`src/rtl/huff_enc_sched.sv`:
```
// huff_enc_sched: round-robin job scheduler that loads, runs and collects one job at a time from a shared Huffman encoder
module huff_enc_sched #(
    parameter int TIMEOUT = 64
) (
    input  logic        clk,
    input  logic        reset,
    input  logic [1:0]  req_valid,
    output logic [1:0]  req_ready,
    input  logic [23:0] req0_sym,
    input  logic [8:0]  req0_freq,
    input  logic [23:0] req1_sym,
    input  logic [8:0]  req1_freq,
    output logic        rsp_valid,
    input  logic        rsp_ready,
    output logic        rsp_id,
    output logic [14:0] rsp_char,
    output logic [8:0]  rsp_mask,
    output logic [8:0]  rsp_code,
    output logic        rsp_err,
    output logic        enc_reset,
    output logic [11:0] enc_io_in,
    input  logic [11:0] enc_io_out,
    output logic        busy
);
    localparam int TW = $clog2(TIMEOUT + 1);
    typedef enum logic [2:0] {IDLE, FLUSH, LOAD, COLLECT, RESP} state_t;
    state_t state, state_nx;
    logic prio, winner, take, last_word, tmo;
    logic [23:0] sym;
    logic [8:0] freq;
    logic [1:0] k;
    logic [2:0] w;
    logic [TW-1:0] tcnt;
    logic unused_bits;
    assign unused_bits = ^{enc_io_out[11:9], enc_io_out[7:6]};
    always_comb begin
        winner = &req_valid ? prio : req_valid[1];
        take = state == IDLE && |req_valid;
        last_word = state == COLLECT && enc_io_out[8] && w == 3'd5;
        tmo = state == COLLECT && !last_word && tcnt == TW'(TIMEOUT - 1);
        state_nx = state;
        case (state)
            IDLE:    state_nx = |req_valid ? FLUSH : IDLE;
            FLUSH:   state_nx = LOAD;
            LOAD:    state_nx = k == 2'd2 ? COLLECT : LOAD;
            COLLECT: state_nx = (last_word || tmo) ? RESP : COLLECT;
            RESP:    state_nx = rsp_ready ? IDLE : RESP;
            default: state_nx = IDLE;
        endcase
    end
    // Outputs derived from state are forced quiet while reset is held
    assign req_ready = (take && !reset) ? {winner, !winner} & req_valid : 2'b00;
    assign rsp_valid = state == RESP && !reset;
    assign busy = state != IDLE && !reset;
    assign enc_reset = reset || state == FLUSH || tmo;
    assign enc_io_in = (state == LOAD && !reset) ? {1'b1, freq[8:6], sym[23:16]} : 12'h000;
    // Captured request shifts left so the current slot always sits at the top
    always_ff @(posedge clk) begin
        if (reset) begin
            state <= IDLE;
            prio <= 1'b0;
            sym <= '0;
            freq <= '0;
            k <= '0;
            w <= '0;
            tcnt <= '0;
            rsp_id <= 1'b0;
            rsp_char <= '0;
            rsp_mask <= '0;
            rsp_code <= '0;
            rsp_err <= 1'b0;
        end else begin
            state <= state_nx;
            if (take) begin
                prio <= !winner;
                rsp_id <= winner;
                sym <= winner ? req1_sym : req0_sym;
                freq <= winner ? req1_freq : req0_freq;
                k <= '0;
                w <= '0;
                tcnt <= '0;
                rsp_char <= '0;
                rsp_mask <= '0;
                rsp_code <= '0;
                rsp_err <= 1'b0;
            end
            if (state == LOAD) begin
                sym <= sym << 8;
                freq <= freq << 3;
                k <= k + 2'd1;
            end
            if (state == COLLECT) begin
                tcnt <= tcnt + 1'b1;
                if (enc_io_out[8]) begin
                    w <= w + 3'd1;
                    if (w[0]) begin
                        rsp_mask <= {rsp_mask[5:0], enc_io_out[5:3]};
                        rsp_code <= {rsp_code[5:0], enc_io_out[2:0]};
                    end else begin
                        rsp_char <= {rsp_char[9:0], enc_io_out[4:0]};
                    end
                end
                if (tmo) begin
                    rsp_char <= '0;
                    rsp_mask <= '0;
                    rsp_code <= '0;
                    rsp_err <= 1'b1;
                end
            end
        end
    end
endmodule

```
`config.mk`:
```
export PLATFORM = sky130hd
export DESIGN_NAME = huff_enc_sched
export DESIGN_NICKNAME = d
export VERILOG_FILES = /design/src/rtl/huff_enc_sched.sv
export SDC_FILE = /design/constraint.sdc
export NUM_CORES = 1
export LEC_CHECK = 0
export BUFFER_PORTS_ARGS = -buffer_cell sky130_fd_sc_hd__buf_2
export CORE_MARGIN = 5
export CORE_UTILIZATION = 45
export DETAILED_ROUTE_END_ITERATION = 6
export PLACE_DENSITY = 0.74
export SLEW_MARGIN = 20
export SYNTH_ARGS = -nofsm -noshare
export SYNTH_HDL_FRONTEND = slang
export SYNTH_SLANG_ARGS = --single-unit
```
`constraint.sdc`:
```
create_clock -name clk -period 2.3 [get_ports clk]
set_input_delay 0 -clock clk [delete_from_list [all_inputs] [get_ports clk]]
set_output_delay 0 -clock clk [all_outputs]
set_load 0.02 [all_outputs]
```
==> results of run 1 <==
==> cell type report <==
cell class / instances / area [µm²] / share of cell area (%)
clock inverters: 5 / 77.6 / 1.51
well taps: 105 / 131 / 2.56
repair buffers: 201 / 1320 / 25.7
inverters: 5 / 18.8 / 0.366
flip-flops and latches: 84 / 1680 / 32.8
clock buffers: 10 / 128 / 2.49
multi-input cells: 268 / 1770 / 34.5
==> timing repair <==
| item | CTS | global route |
|---|---|---|
| setup buffers | 0 | 2 |
| hold buffers | 53 | 0 |
| setup endpoints to repair | 0 | 2 |
| gates resized for setup | 0 | 0 |
| endpoints found under the hold margin | 34 | 0 |
==> through the flow <==
| step | power (mW) | cell area [µm²] |
|---|---|---|
| 2_1_floorplan | 2.07 | 3670 |
| 3_3_place_gp | 2.25 | 4370 |
| 3_5_place_dp | 2.27 | 4370 |
| 4_1_cts | 3.42 | 5110 |
| 5_1_grt | 3.59 | 5120 |
| 6_report | 3.43 | 5120 |
==> worst min-delay path by stage <==
stage,start,endpoint,slack (ps),cells after the start
2_1_floorplan,enc_io_out[0],rsp_char[0],160,2
3_3_place_gp,enc_io_out[5],rsp_mask[2],250,3
3_5_place_dp,enc_io_out[5],rsp_mask[2],260,3
4_1_cts,reset,k[1],30,2
5_1_grt,reset,k[1],50,2
6_report,reset,k[1],50,2
==> report_power, final <==
group          total (mW)  internal [mW]  switching, mW
sequential           1.60           1.54         0.0593
clock                1.10          0.602          0.495
combinational       0.728          0.325          0.403
==> flip-flops by register name, indices dropped and copies added (netlist names) <==
register,cells
rsp_err,1
rsp_mask,9
state,3
rsp_code,9
k,2
sym,24
w,3
rsp_char,15
freq,9
prio,1
tcnt,7
rsp_id,1
==> cells in the mapped netlist (2+ instances only) <==
| library cell | instances |
|---|---|
| a222oi_1 | 11 |
| buf_6 | 2 |
| a22oi_1 | 34 |
| a31oi_1 | 3 |
| a311oi_1 | 3 |
| and3b_1 | 2 |
| nor2_1 | 74 |
| nand2_1 | 8 |
| nand3_1 | 3 |
| a221oi_1 | 19 |
| nor3_1 | 15 |
| nor3_4 | 2 |
| a221oi_2 | 5 |
| nand2b_1 | 4 |
| and3_1 | 3 |
| clkbuf_1 | 14 |
| a21o_1 | 2 |
| a22oi_2 | 2 |
| buf_4 | 7 |
| ha_1 | 4 |
| o21ai_0 | 15 |
| a2111oi_0 | 2 |
| nor4_1 | 5 |
| buf_2 | 15 |
| inv_1 | 5 |
| o2bb2ai_1 | 12 |
| and2_1 | 12 |
| a21oi_1 | 8 |
| or2_2 | 2 |
| dfxtp_1 | 84 |
| nor4_2 | 5 |
==> kinds of logic after synthesis <==
family / share of synthesized area, %
AND/OR/NAND/NOR: 20.2
AO/OA/AOI/OAI: 26.0
flip-flops: 45.8
buffers and inverters: 6.16
adder cells (fa/ha/maj): 1.36
XOR/XNOR: 0.238
multiplexers: 0.306
==> metal layers <==
| layer | up-vias | part of all wire [%] | routed length [µm] | GRT usage, % |
|---|---|---|---|---|
| li1 | 1830 | - | - | - |
| met5 | - | 0 | 0 | 0 |
| met4 | 0 | 4.2 | 478 | 10.6 |
| met1 | 1802 | 40 | 4530 | 28.2 |
| met3 | 47 | 7.6 | 852 | 5.42 |
| met2 | 205 | 48 | 5410 | 35.7 |
==> metrics, run 1 <==
status complete, but fails checks; failing checks DRC; share of cells above drive strength 1 roughly a third; WL final between 10 and 15 mm; post-placement cell count just over 600; H-tree Lvls 3; final net count ~660; Iteration-0 DRC Markers around 300; CP bufs+invs 0; final hold slack 48.9 ps; Clock Tree Root clkbuf_8; cell family with most CP delay simple AND/OR/NAND/NOR gates; min cycle time layout roughly 2100 ps; Final ANT Viol Nets 0; RR Endpoint rsp_char[4]; reg2reg start state[0]; part of the cycle the worst path needs between 90 and 100%; mapped cell area ~3700 µm²; Post-synth EDFFs 0; area of the die 10100 µm²; largest net degree at the start of global routing 34; Die Width about 100 µm; CP Depth 4; Starting Density a little under half; first-pass GRT wire length 18.2 mm; synth warn 0; clk_lat worst skew roughly 340 ps; CTS tree done; #FFs+latches synth 84; vias in the first global route between 3000 and 4000; num rows 33; maximum net fanout on the critical path 16; grt ovf 0; Syn Nets 483; Worst EP required approximately 2600 ps; clk slew on worst S/H paths ~70 ps; Synth cell types 45; async set-reset flop share out of synthesis 0%; post-synthesis cell count 396; CP max-delay cell and2_0; # DRC 11; Yosys top cell area share a little under half; pwr/cell area 669 nW/µm²; most frequent cells in the layout 129 x buf_2, 84 x dfxtp_1, 74 x nor2_1; synth top area cells dfxtp_1 46%, nor2_1 7.6%, a22oi_1 6.9%; TritonRoute pass-1 iters 7; routability congestion estimate 0.848; Area Growth Syn to Fin 39.4%; worst setup margin roughly 190 ps; Seq/Total Area, Yosys a little under half; Boundary Pins roughly 140; crit path to rsp_char[4]; WL/cell about 17 µm; Hold Fails Final Rpt 0; Critical Path Source Type flop; Port Buf Inserts 129; Setup TNS Final 0 ps; Slew @ Worst Pin 890 ps; critical path launch point state[0]; CP Class flop to flop; Die Ht ~100 µm; core area between 8000 and 9000 µm²; Min-Delay Path Class primary input to flop; CTS Sinks 84; vias 3884; FMAX ~470 MHz; Num CTS Buffers 9; Max Transition Viols Final 0; crit-path cells and4b_1, and2_0, a22oi_1, nor2_1; Place WS 233 ps; Leakage about 2.2 nW; Data arrival, critical path ~2400 ps; Max VDD drop ~0.0004 V; Fillers ~700; initial antenna violation count 0; CP max stage delay around 700 ps; Layout Cells excl Fill slightly below 700; Avg Vias per Cell around 5.7; HPWL Detailed 7.24 mm; Worst Setup End Kind flop; r2r setup slk 190 ps; reg2reg path depth 4; Rel. slew slack around two fifths; top_reg_cell synth dfxtp_1; Tot GR Track Use ~22%; # setup viols final 0; max cap viols 0; top cell type by total area after synthesis dfxtp_1; ANT cells 0; utilization after layout between 60% and 70%; syn_area_per_cell between 9 and 10 µm²; post-route clock skew a little under 10 ps; most common cell after layout, fill and taps aside buf_2; RSZ-0062 raised after global routing no; clk buf depth 2
Power figures use the tool's default switching activity.
==> run 2, diff against run 1 <==
--- a/config.mk
+++ b/config.mk
@@ -7,9 +7,9 @@
 export LEC_CHECK = 0
 export BUFFER_PORTS_ARGS = -buffer_cell sky130_fd_sc_hd__buf_2
 export CORE_MARGIN = 5
-export CORE_UTILIZATION = 45
+export CORE_UTILIZATION = 30
+export CTS_CLUSTER_SIZE = 20
 export DETAILED_ROUTE_END_ITERATION = 6
-export PLACE_DENSITY = 0.74
 export SLEW_MARGIN = 20
 export SYNTH_ARGS = -nofsm -noshare
 export SYNTH_HDL_FRONTEND = slang
==> constraint.sdc (replaced) <==
create_clock -name clk -period 2.05 [get_ports clk]
set_input_delay 0 -clock clk [delete_from_list [all_inputs] [get_ports clk]]
set_output_delay 0 -clock clk [all_outputs]
set_load 0.02 [all_outputs]
==> run 2 against run 1 <==
The flow now finishes without violations. Critical endpoint is now enc_io_in[8]. Via count is 0.51% higher. Die area rose by 45%. Global-route usage shrank 6.3 points. Combinational power grew 16%. Largest power group is now the clock network. Sequential power increased by 12%. Worst setup slack lost 62 ps.
==> metrics, run 2 (synthesis results as in run 1) <==
cell family with most CP delay simple AND/OR/NAND/NOR gates; maximum net fanout on the critical path 10 (-6); Slew @ Worst Pin 820 ps (-70.1 ps); Starting Density 30.6% (-15 points); Post-DP Area 4470 µm² (+2.2%); largest net degree at the start of global routing 36 (+5.9%); share of cells above drive strength 1 32.8% (+0.82 points); CP max-delay cell or3b_4; max cap viols 0 (unchanged); Largest regs sym x24, rsp_char x15; Max Transition Viols Final 0 (unchanged); most frequent cells in the layout 129 x buf_2, 82 x dfxtp_1, 74 x nor2_1; status completed; initial antenna violation count 1 (+1); hold path depth 2 (unchanged); Final ANT Viol Nets 0 (unchanged); WL/cell 16.5 µm (-0.39%); max reg flops 24 (unchanged); Leakage 2.27 nW (+3.3%); H-tree Lvls 3 (unchanged); first-pass GRT wire length 18.7 mm (+2.8%); Iteration-0 DRC Markers 392 (+32%); Data arrival, critical path 1920 ps (-460 ps); CP Class flop to primary output; Die Width 121 µm (+20%); Rel. slew slack 45.2% (+4.7 points); vias 3904 (+0.51%); Max VDD drop 0.000370 V (-9.7%); Critical Path Source Type flop; # DRC 0 (-11); Area Growth Syn to Fin 46.3%; post-route clock skew 9.38 ps (-0.564 ps); # setup viols final 0 (unchanged); r2r setup slk 180 ps (about the same); clk slew on worst S/H paths 60 ps (about the same); part of the cycle the worst path needs a little over nine tenths; worst setup margin 126 ps (-61.6 ps); Worst EP required 2050 ps (-520 ps); clk_lat worst skew 340 ps (about the same); vias in the first global route 3786 (+0.61%); Min-Delay Path Class primary input to flop; core area 12000 µm² (+48%); Avg Vias per Cell 5.41 (-5.6%); CP max stage delay 470 ps (-230 ps); Boundary Pins 135 (unchanged); grt ovf 0 (unchanged); final net count 656 (unchanged); post-placement cell count 651 (+7.1%); Setup TNS Final 0 ps (unchanged); min-delay src reset; CTS Sinks 84 (unchanged); RR Endpoint rsp_char[13]; FMAX between 500 and 600 MHz; CTS tree done; clk buf depth 2 (unchanged); Clock Tree Root clkbuf_16; reg2reg path depth 4 (unchanged); post-route cell area 5380 µm² (+4.9%); Num CTS Buffers 9 (unchanged); RSZ-0062 raised after global routing no; routability congestion estimate 0.790 (-6.9%); Port Buf Inserts 129 (unchanged); crit-path cells or3b_4, nor2_1, buf_4, and2_1, buf_2; Hold Fails Final Rpt 0 (unchanged); WL final 11.9 mm (+6.1%); pwr/cell area 836 nW/µm² (+25%); CP bufs+invs 2 (+2); register name with the most flops sym; area of the die 14600 µm² (+45%); num rows 40 (+21%); most common cell after layout, fill and taps aside buf_2; TritonRoute pass-1 iters 7 (unchanged); Hold EP rsp_id; Tot GR Track Use 16.0% (-6.3 points); HPWL Detailed 7.86 mm (+8.5%); Layout Cells excl Fill 722 (+6.5%); reg2reg start state[2]; min cycle time layout 1920 ps; Worst Setup End Kind primary output; Place WS 123 ps (-110 ps); Die Ht 121 µm (+20%)
==> run 2: worst max path at each step <==
stage / startpoint / to / slack, ps / depth (start not counted)
global placement: state[2] / rsp_mask[7] / 200 / 4
CTS: state[0] / enc_io_in[8] / 7 / 5
detailed placement: state[2] / rsp_mask[5] / 120 / 4
finish: state[2] / enc_io_in[8] / 130 / 5
floorplan: state[0] / enc_io_in[10] / 410 / 5
global route: state[2] / rsp_char[11] / 2 / 4
==> run 2: area by class of cell <==
class / instances / area (µm²)
fill: 1127 / 6640
multi-input combinational: 268 / 1780
sequential: 84 / 1680
timing repair buffer: 201 / 1370
clock buffer: 10 / 229
tap: 147 / 184
clock inverter: 6 / 113
inverter: 5 / 18.8
antenna: 1 / 2.50
==> run 2: where the power goes <==
part	leakage, nW	internal, mW	total, mW	switching, mW
combinational	1.43	0.386	0.846	0.461
sequential	0.683	1.73	1.80	0.0687
clock	0.155	1.19	1.84	0.652
total	2.27	3.31	4.49	1.18
==> run 2: per-layer routing <==
| layer | wire length (µm) | GRT usage, % | vias to the layer above |
|---|---|---|---|
| met3 | 642 | 3.04 | 52 |
| li1 | - | - | 1828 |
| met4 | 629 | 10.8 | 0 |
| met1 | 5030 | 19.6 | 1854 |
| met5 | 0 | 0 | - |
| met2 | 5650 | 25.4 | 170 |
==> run 2: stage by stage <==
step                hold slack (ps)  power (mW)  util [%]
floorplan                       163        2.32         -
global placement                252        2.55      37.2
detailed placement              266        2.57      37.2
CTS                            47.7        4.50      44.5
global route                   81.9        4.69      44.8
finish                         67.5        4.49      44.8
==> run 2: timing repair <==
action / in CTS / in global routing
buffers inserted: 0 / 1
pin swaps: 0 / 1
endpoints found under the setup margin: 6 / 43
endpoints found under the hold margin: 35 / 0
hold buffers: 53 / 0
resized for setup: 1 / 3
